[src/rtl/sap_pkg.sv]
// Shared definitions for the SAP microprogram sequencer: opcodes,
// control-word bit positions and masks, fixed control words, state encoding.
package sap_pkg;

    // Opcodes (IR high nibble)
    localparam logic [3:0] OP_LDA = 4'h0;
    localparam logic [3:0] OP_ADD = 4'h1;
    localparam logic [3:0] OP_SUB = 4'h2;
    localparam logic [3:0] OP_STA = 4'h3;
    localparam logic [3:0] OP_LDI = 4'h4;
    localparam logic [3:0] OP_JMP = 4'h5;
    localparam logic [3:0] OP_JZ  = 4'h6;
    localparam logic [3:0] OP_JN  = 4'h7;
    localparam logic [3:0] OP_OUT = 4'hE;
    localparam logic [3:0] OP_HLT = 4'hF;

    // Control-word bit indices; names ending in _N are active-low
    localparam int CW_CP   = 15;
    localparam int CW_EP   = 14;
    localparam int CW_LM_N = 13;
    localparam int CW_CE_N = 12;
    localparam int CW_LI_N = 11;
    localparam int CW_EI_N = 10;
    localparam int CW_LA_N = 9;
    localparam int CW_EA   = 8;
    localparam int CW_SU   = 7;
    localparam int CW_EU   = 6;
    localparam int CW_LB_N = 5;
    localparam int CW_LO_N = 4;
    localparam int CW_LP_N = 3;
    localparam int CW_LF_N = 2;
    localparam int CW_WE_N = 1;
    localparam int CW_HLT  = 0;

    // Every strobe sits at its inactive level in CW_NOP, so asserting a
    // strobe is always an XOR of its mask into CW_NOP, whatever its polarity.
    localparam logic [15:0] M_CP   = 16'h1 << CW_CP;
    localparam logic [15:0] M_EP   = 16'h1 << CW_EP;
    localparam logic [15:0] M_LM_N = 16'h1 << CW_LM_N;
    localparam logic [15:0] M_CE_N = 16'h1 << CW_CE_N;
    localparam logic [15:0] M_LI_N = 16'h1 << CW_LI_N;
    localparam logic [15:0] M_EI_N = 16'h1 << CW_EI_N;
    localparam logic [15:0] M_LA_N = 16'h1 << CW_LA_N;
    localparam logic [15:0] M_EA   = 16'h1 << CW_EA;
    localparam logic [15:0] M_SU   = 16'h1 << CW_SU;
    localparam logic [15:0] M_EU   = 16'h1 << CW_EU;
    localparam logic [15:0] M_LB_N = 16'h1 << CW_LB_N;
    localparam logic [15:0] M_LO_N = 16'h1 << CW_LO_N;
    localparam logic [15:0] M_LP_N = 16'h1 << CW_LP_N;
    localparam logic [15:0] M_LF_N = 16'h1 << CW_LF_N;
    localparam logic [15:0] M_WE_N = 16'h1 << CW_WE_N;
    localparam logic [15:0] M_HLT  = 16'h1 << CW_HLT;

    localparam logic [15:0] CW_NOP  = 16'h3E3E;
    localparam logic [15:0] CW_HALT = CW_NOP ^ M_HLT;

    // T1..T8 encode their own T-state index in the low three bits
    typedef enum logic [3:0] {
        ST_T1     = 4'd0,
        ST_T2     = 4'd1,
        ST_T3     = 4'd2,
        ST_T4     = 4'd3,
        ST_T5     = 4'd4,
        ST_T6     = 4'd5,
        ST_T7     = 4'd6,
        ST_T8     = 4'd7,
        ST_HALTED = 4'd8
    } state_t;

endpackage

[src/rtl/sap_if.sv]
// Sequencer-to-datapath bundle. The master side is the sequencer: it takes
// the IR opcode and flags and drives the strobes and status. There is no
// handshake here; all signals are level-valid every cycle, sampled on the
// rising clock edge by whoever consumes them.
interface sap_if;
    logic [3:0]  instruction;
    logic        flag_z;
    logic        flag_n;
    logic [15:0] control_word;
    logic [2:0]  t_state;
    logic        instr_done;
    logic        halted;
    logic        illegal_op;

    modport master (
        input  instruction, flag_z, flag_n,
        output control_word, t_state, instr_done, halted, illegal_op
    );

    modport slave (
        output instruction, flag_z, flag_n,
        input  control_word, t_state, instr_done, halted, illegal_op
    );
endinterface

[src/rtl/sap_microcode.sv]
// Combinational microcode ROM: maps (opcode, T-state, flags) to the control
// word, plus markers for the last active T-state, undefined opcodes and HLT.
module sap_microcode
    import sap_pkg::*;
(
    input  logic [3:0]  opcode,
    input  logic [2:0]  t_idx,
    input  logic        flag_z,
    input  logic        flag_n,
    output logic [15:0] control_word,
    output logic        last,
    output logic        illegal,
    output logic        halt
);

    // Fetch for T1..T3, opcode-specific execute for T4..T6, NOP beyond that
    always_comb begin
        control_word = CW_NOP;
        last         = 1'b0;
        illegal      = 1'b0;
        halt         = 1'b0;
        case (t_idx)
            3'd0: control_word = CW_NOP ^ (M_EP | M_LM_N);
            3'd1: control_word = CW_NOP ^ M_CP;
            3'd2: control_word = CW_NOP ^ (M_CE_N | M_LI_N);
            3'd3: begin
                case (opcode)
                    OP_LDA, OP_ADD, OP_SUB, OP_STA:
                        control_word = CW_NOP ^ (M_EI_N | M_LM_N);
                    OP_LDI: begin
                        control_word = CW_NOP ^ (M_EI_N | M_LA_N | M_LF_N);
                        last         = 1'b1;
                    end
                    OP_JMP: begin
                        control_word = CW_NOP ^ (M_EI_N | M_LP_N);
                        last         = 1'b1;
                    end
                    OP_JZ: begin
                        if (flag_z) control_word = CW_NOP ^ (M_EI_N | M_LP_N);
                        last = 1'b1;
                    end
                    OP_JN: begin
                        if (flag_n) control_word = CW_NOP ^ (M_EI_N | M_LP_N);
                        last = 1'b1;
                    end
                    OP_OUT: begin
                        control_word = CW_NOP ^ (M_EA | M_LO_N);
                        last         = 1'b1;
                    end
                    OP_HLT: begin
                        control_word = CW_HALT;
                        halt         = 1'b1;
                    end
                    default: begin
                        illegal = 1'b1;
                        last    = 1'b1;
                    end
                endcase
            end
            3'd4: begin
                case (opcode)
                    OP_LDA: begin
                        control_word = CW_NOP ^ (M_CE_N | M_LA_N | M_LF_N);
                        last         = 1'b1;
                    end
                    OP_ADD, OP_SUB:
                        control_word = CW_NOP ^ (M_CE_N | M_LB_N);
                    OP_STA: begin
                        control_word = CW_NOP ^ (M_EA | M_WE_N);
                        last         = 1'b1;
                    end
                    default: control_word = CW_NOP;
                endcase
            end
            3'd5: begin
                case (opcode)
                    OP_ADD: begin
                        control_word = CW_NOP ^ (M_EU | M_LA_N | M_LF_N);
                        last         = 1'b1;
                    end
                    OP_SUB: begin
                        control_word = CW_NOP ^ (M_SU | M_EU | M_LA_N | M_LF_N);
                        last         = 1'b1;
                    end
                    default: control_word = CW_NOP;
                endcase
            end
            default: control_word = CW_NOP;
        endcase
    end

endmodule

[src/rtl/sap_sequencer.sv]
// SAP microprogram sequencer: T-state register, early-end or NOP padding,
// halt latch and reset forcing around the combinational microcode.
module sap_sequencer
    import sap_pkg::*;
#(
    parameter bit EARLY_END = 1'b1,
    parameter int T_MAX     = 6
) (
    input  logic clock,
    input  logic reset,
    sap_if.master bus
);

    if (T_MAX < 6 || T_MAX > 8) begin : g_bad_t_max
        $error("sap_sequencer: T_MAX must be in 6..8");
    end

    localparam logic [2:0] T_LAST = 3'(T_MAX - 1);

    state_t      state;
    state_t      state_next;
    logic [2:0]  t_idx;
    logic [15:0] uc_cw;
    logic        uc_last;
    logic        uc_illegal;
    logic        uc_halt;
    logic        done;

    assign t_idx = state[2:0];

    sap_microcode u_microcode (
        .opcode       (bus.instruction),
        .t_idx        (t_idx),
        .flag_z       (bus.flag_z),
        .flag_n       (bus.flag_n),
        .control_word (uc_cw),
        .last         (uc_last),
        .illegal      (uc_illegal),
        .halt         (uc_halt)
    );

    // State register; reset aborts any instruction and leaves HALTED
    always_ff @(posedge clock) begin
        if (reset) state <= ST_T1;
        else       state <= state_next;
    end

    // Next state: hold in HALTED, enter it on HLT, otherwise wrap to T1 on
    // the last active T-state (early end) or on T_MAX-1 (padding)
    always_comb begin
        state_next = state;
        done       = 1'b0;
        if (state == ST_HALTED) begin
            state_next = ST_HALTED;
        end else if (uc_halt) begin
            state_next = ST_HALTED;
        end else if ((EARLY_END && uc_last) || (t_idx == T_LAST)) begin
            state_next = ST_T1;
            done       = 1'b1;
        end else begin
            state_next = state_t'(state + 4'd1);
        end
    end

    assign bus.control_word = reset               ? CW_NOP  :
                              (state == ST_HALTED) ? CW_HALT : uc_cw;
    assign bus.t_state      = (state == ST_HALTED) ? 3'd7 : t_idx;
    assign bus.instr_done   = !reset && done;
    assign bus.halted       = (state == ST_HALTED);
    assign bus.illegal_op   = !reset && (state != ST_HALTED) && uc_illegal;

endmodule

[src/flat_wrapper.sv]
// flat-port wrapper written by rule: the top's interface ports become plain ports
module sap_sequencer_flat import sap_pkg::*;
#(
    parameter bit EARLY_END = 1'b1,
    parameter int T_MAX     = 6
)
  (clock, reset, bus_instruction, bus_flag_z, bus_flag_n, bus_control_word, bus_t_state, bus_instr_done, bus_halted, bus_illegal_op);
  sap_if bus_i ();
  input  logic clock;
  input  logic reset;
  input wire logic [$bits(bus_i.instruction)-1:0] bus_instruction;
  input wire logic [$bits(bus_i.flag_z)-1:0] bus_flag_z;
  input wire logic [$bits(bus_i.flag_n)-1:0] bus_flag_n;
  output wire logic [$bits(bus_i.control_word)-1:0] bus_control_word;
  output wire logic [$bits(bus_i.t_state)-1:0] bus_t_state;
  output wire logic [$bits(bus_i.instr_done)-1:0] bus_instr_done;
  output wire logic [$bits(bus_i.halted)-1:0] bus_halted;
  output wire logic [$bits(bus_i.illegal_op)-1:0] bus_illegal_op;
  assign bus_i.instruction = bus_instruction;
  assign bus_i.flag_z = bus_flag_z;
  assign bus_i.flag_n = bus_flag_n;
  assign bus_control_word = bus_i.control_word;
  assign bus_t_state = bus_i.t_state;
  assign bus_instr_done = bus_i.instr_done;
  assign bus_halted = bus_i.halted;
  assign bus_illegal_op = bus_i.illegal_op;
  sap_sequencer #(.EARLY_END(EARLY_END), .T_MAX(T_MAX)) u_core (.clock(clock), .reset(reset), .bus(bus_i));
endmodule
[config.mk]
export PLATFORM = sky130hd
export DESIGN_NAME = sap_sequencer_flat
export DESIGN_NICKNAME = d
export VERILOG_FILES = /design/src/rtl/sap_pkg.sv /design/src/rtl/sap_if.sv /design/src/rtl/sap_microcode.sv /design/src/rtl/sap_sequencer.sv /design/src/flat_wrapper.sv
export SDC_FILE = /design/constraint.sdc
export NUM_CORES = 1
export LEC_CHECK = 0
export ABC_AREA = 1
export CAP_MARGIN = 20
export CORE_MARGIN = 3
export CORE_UTILIZATION = 36
export CTS_CLUSTER_SIZE = 25
export DETAILED_ROUTE_END_ITERATION = 10
export PLACE_DENSITY = 0.71
export SYNTH_ARGS = -nofsm -noshare
export SYNTH_HDL_FRONTEND = slang
export SYNTH_SLANG_ARGS = --single-unit
[constraint.sdc]
create_clock -name clock -period 1.6 [get_ports clock]
set_input_delay 0.32 -clock clock [delete_from_list [all_inputs] [get_ports clock]]
set_output_delay 0.32 -clock clock [all_outputs]
set_load 0.005 [all_outputs]
# --- Word level (Yosys, flattened, before mapping) ---
# Index checks and enable logic that the tools add are counted.
word_totals:
  register_bits: 4
  input_bits: 8
  output_inout_bits: 22
  wordCells: 55
op_classes:
  addsub: 1
  n_eq_ne: 16
  n_mux: 23
  n_reduce_logical: 13
ops:
  columns: ["operator", "count"]
  rows:
  - ["14-bit case mux with 7 select lines", 1]
  - ["16-bit case mux with 6 select lines", 1]
  - ["13-bit case mux with 3 select lines", 1]
  - ["16-bit 2-to-1 mux", 2]
  - ["11-bit 2-to-1 mux", 2]
  - ["10-bit case mux with 2 select lines", 1]
  - ["4-bit by 3-bit == test with 1-bit output (second input constant)", 4]
  - ["4-bit == test (second input constant)", 3]
  - ["4-bit 2-to-1 mux", 3]
  - ["1-bit 2-to-1 mux", 10]
  - ["10-bit OR reduction", 1]
  - ["4-bit by 2-bit == test with 1-bit output (second input constant)", 2]
  - ["4-bit OR reduction", 2]
  - ["3-bit by 2-bit == test with 1-bit output (second input constant)", 2]
  - ["3-bit == test (second input constant)", 2]
  - ["5-bit OR reduction", 1]
  - ["4-bit by 1-bit adder with 4-bit output (second input constant)", 1]
  - ["4-bit by 1-bit == test with 1-bit output (second input constant)", 1]
  - ["4-bit logical NOT", 1]
  - ["4-bit != test (second input constant)", 1]
  - ["2-bit OR reduction", 2]
  - ["3-bit by 1-bit == test with 1-bit output (second input constant)", 1]
  - ["1-bit logical AND", 3]
  - ["3-bit logical NOT", 1]
  - ["other kinds (4)", 4]

# --- Logic depth before layout (Yosys ltp) ---
# Gate-level depths: netlist of run 1.
depth:
  depth_word: 9
  ltp_mapped: 9
  ltp_nobuf: 8

# --- Modules after synthesis ---
# Synthesis of run 1 repeated with hierarchy kept, for this count alone.
unflattened:
  hier_cells: 124
  hier_area_um2: 696.9
by_module_without_submodules:
  columns: ["module", "n_inst", "cells_each", "area_per_inst_um2", "seq_area_each_um2"]
  rows:
  - ["sap_sequencer", 1, 60, 370.4, 80.1]
  - ["sap_microcode", 1, 64, 326.6, 0.0]

# --- Worst setup path before layout of run 1 ---
# No wires, ideal clock.
synth_path:
  path_type: "reg-to-output"
  start: "register u_core.state[0]"
  end: "output port bus_control_word[9]"
  t_arrival_ns: 1.434
  t_required_ns: 1.280
  slack_ns: -0.154
  path_stages_with_launch: 9
  n_path_buf: 1
  cell_sequence: "dfxtp_1 ha_1 ha_1 inv_1 nand3_1 nor2_4 nor3_4 nand2_1 buf_4"
synth_via:
  elab_chain_len: 4
  word_cells_on_any_way: 10
  classes_between: "eq/ne (6); mux (3); reduce/logical (1)"
synth_lines:
  columns: ["item", "line_no", "rtl"]
  rows:
  - ["from (decl)", "sap_sequencer.sv:20", "state_t state;"]
  - ["from (signal assigned)", "sap_sequencer.sv:45", "else state <= state_next;"]
  - ["3-bit == test, or another cell as far along", "sap_microcode.sv:22", "case (t_idx)"]
  - ["16-bit case mux with 6 select lines", "sap_microcode.sv:22", null]
  - ["16-bit 2-to-1 mux (*)", "sap_sequencer.sv:66", "(state == ST_HALTED) ? CW_HALT : uc_cw;"]
  - ["16-bit 2-to-1 mux (*)", "sap_sequencer.sv:65", "assign bus.control_word = reset ? CW_NOP :"]
  - ["to (decl)", "flat_wrapper.sv:14", "output wire logic [$bits(bus_i.control_word)-1:0] bus_control_word;"]
# Every way passes the cells marked *; elsewhere a longest branch is shown, timed or not.

# --- Worst setup path in the final report of run 1 ---
layout_path:
  start: "register u_core.state[0]"
  end: "output port bus_control_word[10]"
# The elaborated chain is that of the path after synthesis.

==> results of run 1 <==
[cells in the final DEF (no fill, tap or decap), types with 6 or more instances in the layout]
cell type / instances
buf_6: 14
buf_2: 19
nand2_1: 18
nand3_1: 6
nand2_4: 6
buf_4: 28
inv_1: 9
nor2_4: 6
[stage by stage]
| stage | instances | instance area (um^2) |
|---|---|---|
| 3_3_place_gp | 186 | 1210 |
| 2_1_floorplan | 107 | 686 |
| 5_1_grt | 203 | 1530 |
| 3_5_place_dp | 186 | 1210 |
| 6_report | 203 | 1530 |
| 4_1_cts | 204 | 1410 |
[Yosys cell counts]
cell | number | area share [%]
nor2_4 | 3 | 5.3
nand3_2 | 1 | 1.6
nor3_1 | 4 | 3.1
inv_2 | 1 | 0.58
o22ai_1 | 2 | 1.9
nor3b_2 | 1 | 1.9
nand3b_1 | 1 | 1.2
inv_1 | 15 | 8.8
nor2_1 | 10 | 5.8
inv_4 | 1 | 0.97
nand4_1 | 5 | 4.9
buf_4 | 1 | 1.2
nor4_1 | 1 | 0.97
nand2_1 | 28 | 16
dfxtp_1 | 4 | 12
nor3_4 | 1 | 2.5
a21oi_1 | 2 | 1.6
ha_1 | 5 | 9.7
a31oi_1 | 1 | 0.97
a21oi_2 | 1 | 1.4
nand3_1 | 10 | 7.8
nand2_4 | 2 | 3.5
nand2_2 | 1 | 0.97
o21ai_0 | 6 | 4.7
[metal layers]
layer	vias to the layer above	global-route usage (%)	wire length (um)
li1	502	-	-
met1	562	33.6	1520
met2	130	58.3	2190
met3	46	3.69	512
met4	0	14.5	429
met5	-	0	0
[worst register-to-register path, delay by kind of cell (launching register included)]
family          cells  cell delay [ps]
flops               1              410
simple gates        4              440
compound gates      1              130
buf+inv             4              440
fa+ha+maj           1              180
[how the worst min path moves through the flow]
stage / start / end / slack [ps] / depth (start not counted)
floorplan: reset / u_core.state[3] / 390 / 1
global placement: u_core.state[0] / u_core.state[0] / 550 / 2
detailed placement: u_core.state[0] / u_core.state[0] / 550 / 2
CTS: u_core.state[3] / u_core.state[3] / 580 / 4
global route: u_core.state[0] / u_core.state[0] / 640 / 2
finish: u_core.state[0] / u_core.state[0] / 630 / 2
[timing repair]
action,CTS,global route
pin swaps,16,20
gates resized for setup,135,30
setup endpoints to repair,22,25
buffers inserted,15,6
[power groups by stage]
stage	registers (uW)	clock network [uW]	logic [uW]
6_report	145	153	834
5_1_grt	145	161	882
4_1_cts	142	149	677
3_5_place_dp	133	0	607
3_3_place_gp	132	0	596
2_1_floorplan	134	0	293
[cell families after synthesis]
family,after synthesis
and+or+nand+nor,68
buffers and inverters,18
AOI/OAI and AO/OA,12
adders and majority gates,5
DFF,4
[cell type report]
| cell class | count | area [um^2] | area share (%) |
|---|---|---|---|
| multi-input combinational | 85 | 767 | 50.0 |
| sequential | 4 | 87.6 | 5.71 |
| inverter | 17 | 73.8 | 4.82 |
| clock buffer | 4 | 26.3 | 1.71 |
| timing repair buffer | 69 | 548 | 35.8 |
| tap | 24 | 30.0 | 1.96 |
==> flow_metrics.py, run 1 <==
metrics = {
    "outcome": {
        "status": "finished with violations",
        "violations": "setup timing",
    },
    "yosys": {
        "yosysUniqueCellTypes": 24,
        "synth_xor_area_share_pct": 0,
        "synth_top_family_by_area": "simple AND/OR/NAND/NOR gates",
        "netlist_instances": 107,
        "synthAdderAreaFrac_pct": 9.73,
        "synthMuxAreaShare_pct": 0,
        "syn_area_um2": 643,
        "syn_nets": 120,
        "seq_area_frac_synth_pct": 12.5,
        "synthSimpleGateAreaFrac_pct": 55.8,
        "synth_compound_area_share_pct": 10.5,
        "synth-seq-cells": 4,
        "ys_warn_count": 0,
        "avgSynthCellArea_um2": 6.01,
    },
    "route": {
        "antenna_left": 0,
        "viasPerCell": 6.11,
        "routed_wl_um": 4650,
        "drt_first_pass_iters": 5,
        "drcViolationCount": 0,
        "vias": 1240,
        "dr.first_iter.drc_count": 75,
        "drt-wirelength-per-cell_um": 22.9,
    },
    "floorplan": {
        "ios": 30,
        "start_util_pct": 40.3,
        "core-area_mm2": 0.00159,
        "die_area_mm2": 0.00233,
        "die_h_um": 48.3,
        "num_rows": 14,
        "die_w_um": 48.3,
    },
    "timing": {
        "fin_ws_ps": -532,
        "rsz0062_at_grt": "yes",
        "worst_slew_pin_slew_ps": 465,
        "relSlewSlack_pct": 68.7,
        "drv_slew": 0,
        "period_minus_slack_ps": 2130,
        "clock_skew_ps": 19.2,
        "hold_viol": 0,
        "finalSetupViolCount": 26,
        "period_share_pct": 133,
        "fmax_mhz": 469,
        "tns_ps": -8590,
        "whs_ps": 628,
    },
    "place": {
        "preCtsSetupSlack_ps": -668,
        "dp_hpwl_um": 1730,
        "gp_congestion": 0.846,
        "portBuffers": 29,
    },
    "power_and_ir_drop": {
        "p_sw_uw": 530,
        "p_comb_share_pct": 73.6,
        "pwr_density_cell_mw_per_mm2": 739,
        "p_int_uw": 603,
        "sequentialPowerShare_pct": 12.8,
        "p_total_uw": 1130,
        "vdd_drop_max_mv": 0.617,
        "p_clk_share_pct": 13.5,
        "leakagePower_uw": 0.000718,
        "switching_share_pct": 46.8,
    },
    "worst_setup_path": {
        "path_cells": "inv_4 > ha_4 > nand2_4 > nor2_4 > inv_4 > nand2_8 > nor3_4 > nand3_1 > buf_2",
        "crit_buf_inv": 3,
        "r2r_setup_slack_ps": -80,
        "cpLargestDelayFamily": "simple AND/OR/NAND/NOR gates",
        "cp-start-kind": "register",
        "reg2reg_to": "u_core.state[1]",
        "path_common_cell": "inv_4",
        "criticalPathCategory": "register to output port",
        "crit_path_end_kind": "output port",
        "startpoint": "u_core.state[0]",
        "worstRegToRegCells": 10,
        "endpoint": "bus_control_word[10]",
        "slowest_delay_ps": 410,
        "worstReg2RegStart": "u_core.state[0]",
        "cp.arrival_ps": 1810,
        "worst-path-stages": 9,
        "cp_slowest_cell": "dfxtp_4",
        "cp.required_ps": 1280,
        "worstPathMaxFanout": 4,
    },
    "global_route": {
        "grt_max_degree": 7,
        "grt_usage_pct": 31.0,
        "grt_first_pass_wirelength_um": 5020,
        "antenna_found_initial": 0,
        "overflow": 0,
        "first_global_vias": 1105,
    },
    "clock_network": {
        "htreeDepth": 1,
        "cts_buffers": 3,
        "insertion_delay_ps": 250,
        "path_clk_slew_ps": 60,
        "hold_buffers": 0,
        "cts_tree": "yes",
        "cts_buffer_depth": 2,
        "clockRootBuffer": "clkbuf_4",
        "cts_sinks": 4,
    },
    "finish": {
        "syn_to_final_growth_pct": 138,
        "reg_top3": "u_core.state (4)",
        "largest_reg_flops": 4,
        "fillers": 28,
        "final_net_count": 193,
        "fin_util_pct": 96.2,
        "diodes": 0,
        "top_register": "u_core.state",
        "layout-drive-gt1-share_pct": 65.9,
    },
    "job": {
        "drv_cap": 0,
    },
    "min_path": {
        "hold_class": "register to register",
    },
}
No activity file was read; power rests on OpenSTA's default activity.
==> run 2: changes to the inputs <==
--- a/config.mk
+++ b/config.mk
@@ -11,3 +11,2 @@
 export CORE_UTILIZATION = 36
-export CTS_CLUSTER_SIZE = 25
 export DETAILED_ROUTE_END_ITERATION = 10
--- a/constraint.sdc
+++ b/constraint.sdc
@@ -3,2 +3,2 @@
 set_output_delay 0.32 -clock clock [all_outputs]
-set_load 0.005 [all_outputs]
+set_load 0.02 [all_outputs]
==> flow_metrics.py, run 2 (synthesis gave the netlist of run 1 again) <==
metrics = {
    "floorplan": {
        "num_rows": 14,
        "start_util_pct": 40.3,
        "die_area_mm2": 0.00233,
        "die_w_um": 48.3,
        "core-area_mm2": 0.00159,
        "ios": 30,
        "die_h_um": 48.3,
    },
    "power_and_ir_drop": {
        "pwr_density_cell_mw_per_mm2": 787,
        "leakagePower_uw": 0.000713,
        "vdd_drop_max_mv": 0.754,
        "p_total_uw": 1160,
    },
    "clock_network": {
        "cts_tree": "yes",
        "cts_sinks": 4,
        "clockRootBuffer": "clkbuf_4",
        "htreeDepth": 1,
        "cts_buffers": 3,
        "path_clk_slew_ps": 40,
        "insertion_delay_ps": 230,
        "cts_buffer_depth": 2,
    },
    "timing": {
        "finalSetupViolCount": 22,
        "clock_skew_ps": 1.37,
        "hold_viol": 0,
        "fin_ws_ps": -433,
        "rsz0062_at_grt": "yes",
        "period_share_pct": 127,
        "fmax_mhz": 492,
        "relSlewSlack_pct": 78.0,
        "drv_slew": 0,
        "period_minus_slack_ps": 2030,
        "worst_slew_pin_slew_ps": 327,
    },
    "worst_setup_path": {
        "slowest_delay_ps": 380,
        "cp-start-kind": "register",
        "r2r_setup_slack_ps": 150,
        "criticalPathCategory": "register to output port",
        "worst-path-stages": 9,
        "path_cells": "inv_4 > ha_4 > nand2_4 > nor2_4 > inv_4 > nand2_4 > nor3_4 > nand3_2 > buf_6",
        "worstReg2RegStart": "u_core.state[0]",
        "cpLargestDelayFamily": "simple AND/OR/NAND/NOR gates",
        "crit_buf_inv": 3,
        "worstPathMaxFanout": 4,
        "reg2reg_to": "u_core.state[0]",
        "crit_path_end_kind": "output port",
        "worstRegToRegCells": 7,
        "cp.arrival_ps": 1710,
        "cp_slowest_cell": "dfxtp_4",
        "cp.required_ps": 1280,
    },
    "route": {
        "drcViolationCount": 0,
        "wl_met3_um": 265,
        "routed_wl_um": 3810,
        "drt_first_pass_iters": 4,
        "drt-wirelength-per-cell_um": 19.0,
        "top_layer": "met4",
        "vias": 1154,
        "dr.first_iter.drc_count": 52,
        "antenna_left": 0,
        "wirelength_met1_um": 1360,
        "viasPerCell": 5.74,
        "dr_wl_met2_um": 1980,
    },
    "global_route": {
        "first_global_vias": 1066,
        "grt_max_degree": 6,
        "overflow": 0,
        "grt_first_pass_wirelength_um": 4600,
        "grt_usage_pct": 28.0,
        "antenna_found_initial": 0,
    },
    "place": {
        "placed_area_mm2": 0.00128,
        "gp_congestion": 0.796,
        "portBuffers": 29,
        "dp_hpwl_um": 1930,
    },
    "finish": {
        "diodes": 0,
        "final_cell_mix": "buf_4 (40), nand2_1 (17), buf_6 (16)",
        "final_common_cell": "buf_4",
        "syn_to_final_growth_pct": 129,
        "top_register": "u_core.state",
        "stdcell_area_mm2": 0.00147,
        "final_net_count": 191,
        "reg_top3": "u_core.state (4)",
        "largest_reg_flops": 4,
        "fin_util_pct": 92.3,
        "layout-drive-gt1-share_pct": 65.5,
    },
    "min_path": {
        "whs_path_depth": 2,
        "min_to": "u_core.state[0]",
        "hold_class": "register to register",
        "worstHoldStart": "u_core.state[0]",
    },
    "outcome": {
        "violations": "setup timing",
        "status": "finished with violations",
    },
    "job": {
        "drv_cap": 0,
    },
}
-- run 2: cell count changes in the layout (fill, tap and decap cells not counted), sizes merged --
| cell | change |
|---|---|
| buf | -2 |
-- run 2: worst min-delay path, stage by stage, from the launching register on --
cell and delay [ps]:
dfxtp_4 380, buf_4 130, nor3_1 50
-- run 2: final cells by class --
class / instances / area, um^2
Sequential cell: 4 / 88.8
Multi-Input combinational cell: 85 / 687
Inverter: 17 / 73.8
Timing Repair Buffer: 67 / 566
Tap cell: 24 / 30.0
Clock buffer: 4 / 26.3
Fill cell: 61 / 123
-- run 2: what timing repair did --
action	CTS	global route
pin swaps	20	13
hold buffers	0	0
gates resized for setup	141	21
setup endpoints to repair	22	22
hold endpoints to repair	0	0
setup buffers	6	5
-- run 2: worst max-delay path by stage --
stage / end / startpoint / slack (ps)
after detailed placement: bus_control_word[9] / bus_instruction[1] / -790
after global placement: bus_control_word[8] / bus_instruction[3] / -760
after global routing: bus_control_word[10] / u_core.state[1] / -490
after floorplan: bus_control_word[9] / u_core.state[0] / -140
final: bus_control_word[3] / u_core.state[1] / -430
after CTS: bus_control_word[4] / u_core.state[1] / -420
-- run 2: metrics by stage --
step           setup TNS, ps  std cells  hold WS [ps]  worst slack, ps
5_1_grt                -8100        201           606             -493
3_3_place_gp          -13080        188           551             -762
4_1_cts                -6230        198           597             -416
3_5_place_dp          -13840        188           569             -787
2_1_floorplan           -333        107           389             -141
6_report               -6950        201           593             -433
-- run 2: where the power goes --
group	switching (uW)	total, uW	leakage [uW]	internal, uW
Clock	43.6	137	0.0000150	93.8
Sequential	23.0	141	0.0000345	118
Combinational	481	880	0.000664	398
-- run 2: per-layer routing --
| metal | global-route usage (%) | vias to the layer above |
|---|---|---|
| met4 | 15.6 | 0 |
| met3 | 5.17 | 24 |
| met5 | 0 | - |
| met1 | 30.0 | 546 |
| li1 | - | 501 |
| met2 | 50.5 | 83 |
==> run 3: changes to the inputs <==
- CAP_MARGIN: 20 -> not set
- CORE_ASPECT_RATIO: not set -> 1.1
- PLACE_DENSITY: 0.71 -> 0.7
==> flow_metrics.py, run 3 (synthesis gave the netlist of run 1 again) <==
metrics = {
    "worst_setup_path": {
        "worstPathMaxFanout": 5,
        "cp-start-kind": "register",
        "cp.required_ps": 1280,
        "path_common_cell": "nand2_2",
        "reg2reg_to": "u_core.state[1]",
        "r2r_setup_slack_ps": -340,
        "criticalPathCategory": "register to output port",
        "worstRegToRegCells": 12,
        "path_cells": "inv_4 > ha_4 > nand2_2 > inv_1 > o21ai_1 > nand2_1 > a21oi_2 > nand2_2 > buf_2",
        "crit_path_end_kind": "output port",
        "cp_slowest_cell": "dfxtp_4",
        "slowest_delay_ps": 400,
        "cp.arrival_ps": 1810,
        "worstReg2RegStart": "u_core.state[0]",
    },
    "min_path": {
        "min_to": "u_core.state[2]",
        "hold_class": "register to register",
        "worstHoldStart": "u_core.state[2]",
        "whs_path_depth": 3,
    },
    "global_route": {
        "first_global_vias": 1204,
        "grt_max_degree": 6,
        "overflow": 0,
        "grt_usage_pct": 30.6,
        "antenna_found_initial": 0,
        "grt_first_pass_wirelength_um": 5280,
    },
    "timing": {
        "tns_ps": -9660,
        "worst_slew_pin_slew_ps": 392,
        "relSlewSlack_pct": 73.6,
        "whs_ps": 615,
        "drv_slew": 0,
        "period_share_pct": 133,
        "period_minus_slack_ps": 2130,
        "hold_viol": 0,
        "fin_ws_ps": -530,
        "fmax_mhz": 470,
        "rsz0062_at_grt": "yes",
        "clock_skew_ps": 3.86,
        "finalSetupViolCount": 25,
    },
    "outcome": {
        "violations": "setup timing",
        "status": "finished with violations",
    },
    "power_and_ir_drop": {
        "p_total_uw": 1270,
        "pwr_density_cell_mw_per_mm2": 802,
        "p_int_uw": 648,
        "p_clk_share_pct": 12.1,
        "p_sw_uw": 623,
        "p_comb_share_pct": 76.3,
        "vdd_drop_max_mv": 0.613,
        "leakagePower_uw": 0.000755,
        "sequentialPowerShare_pct": 11.6,
        "switching_share_pct": 49.0,
    },
    "clock_network": {
        "cts_sinks": 4,
        "insertion_delay_ps": 250,
        "cts_buffers": 3,
        "htreeDepth": 1,
        "hold_buffers": 0,
        "cts_buffer_depth": 2,
        "path_clk_slew_ps": 50,
        "clockRootBuffer": "clkbuf_4",
        "cts_tree": "yes",
    },
    "place": {
        "placedCellCount": 180,
        "gp_congestion": 0.795,
        "dp_hpwl_um": 1870,
        "placed_area_mm2": 0.00127,
        "portBuffers": 29,
    },
    "finish": {
        "reg_top3": "u_core.state (4)",
        "final_cell_mix": "buf_4 (39), buf_6 (22), nand2_1 (16)",
        "syn_to_final_growth_pct": 146,
        "largest_reg_flops": 4,
        "final_net_count": 196,
        "stdcell_area_mm2": 0.00159,
        "diodes": 0,
        "top_register": "u_core.state",
        "final_common_cell": "buf_4",
        "post_layout_nonfiller_instances": 199,
        "layout-drive-gt1-share_pct": 68.7,
        "fillers": 25,
    },
    "floorplan": {
        "start_util_pct": 39.4,
        "ios": 30,
        "num_rows": 15,
        "core-area_mm2": 0.00163,
        "die_area_mm2": 0.00233,
        "die_h_um": 50.3,
        "die_w_um": 46.3,
    },
    "job": {
        "drv_cap": 0,
    },
    "route": {
        "dr.first_iter.drc_count": 75,
        "drt-wirelength-per-cell_um": 23.2,
        "drt_first_pass_iters": 4,
        "vias": 1263,
        "viasPerCell": 6.35,
        "drcViolationCount": 0,
        "routed_wl_um": 4620,
        "antenna_left": 0,
    },
}
-- run 3: cell types whose count changed in the layout (fill, tap and decap cells not counted), sizes merged --
cell / before / now
buf: 60 / 65
-- run 3: area by class of cell --
class	instances	area (um^2)	share of cell area, %
timing repair buffer	72	626	39.5
multi-input combinational	85	747	47.1
tap	17	21.3	1.34
sequential	4	88.8	5.60
clock buffer	4	26.3	1.66
inverter	17	76.3	4.81
-- run 3: metal layers --
| metal | global-route usage, % | vias up | part of all wire [%] |
|---|---|---|---|
| met1 | 31.2 | 563 | 32 |
| met4 | 15.6 | 0 | 9.6 |
| li1 | - | 509 | - |
| met2 | 57.8 | 131 | 46 |
| met5 | 0 | - | 0 |
| met3 | 2.51 | 60 | 12 |
-- run 3: worst max-delay path by stage --
stage / end / depth (start not counted) / from / slack, ps
finish: bus_control_word[2] / 9 / u_core.state[0] / -530
detailed placement: bus_control_word[8] / 8 / bus_instruction[1] / -790
CTS: bus_control_word[3] / 9 / u_core.state[1] / -390
floorplan: bus_control_word[9] / 7 / u_core.state[0] / -140
global placement: bus_control_word[8] / 8 / bus_instruction[1] / -770
global route: bus_instr_done / 9 / u_core.state[0] / -570
-- run 3: what timing repair did --
action | CTS | global route
setup endpoints to repair | 22 | 25
pin swaps | 23 | 15
resized for setup | 148 | 34
gates cloned | 0 | 0
buffers inserted | 15 | 4
-- run 3: worst max-delay path: cells and delay by family, from the launching register on --
kind | cells | cell delay (ps)
simple gates | 3 | 350
compound gates | 2 | 270
flops | 1 | 400
fa+ha+maj | 1 | 180
buf+inv | 3 | 350
-- run 3: power groups by stage --
stage / registers [uW] / logic [uW] / clock network [uW]
2_1_floorplan: 143 / 422 / 0
3_3_place_gp: 140 / 725 / 0
3_5_place_dp: 141 / 741 / 0
4_1_cts: 142 / 815 / 148
5_1_grt: 148 / 1010 / 167
6_report: 148 / 969 / 154
-- run 3: stage by stage --
step                      setup WS (ps)  utilization, %
final                              -530            97.1
after global routing               -573            97.1
after CTS                          -395            89.3
after detailed placement           -793            77.5
after global placement             -773            77.5
after floorplan                    -141               -
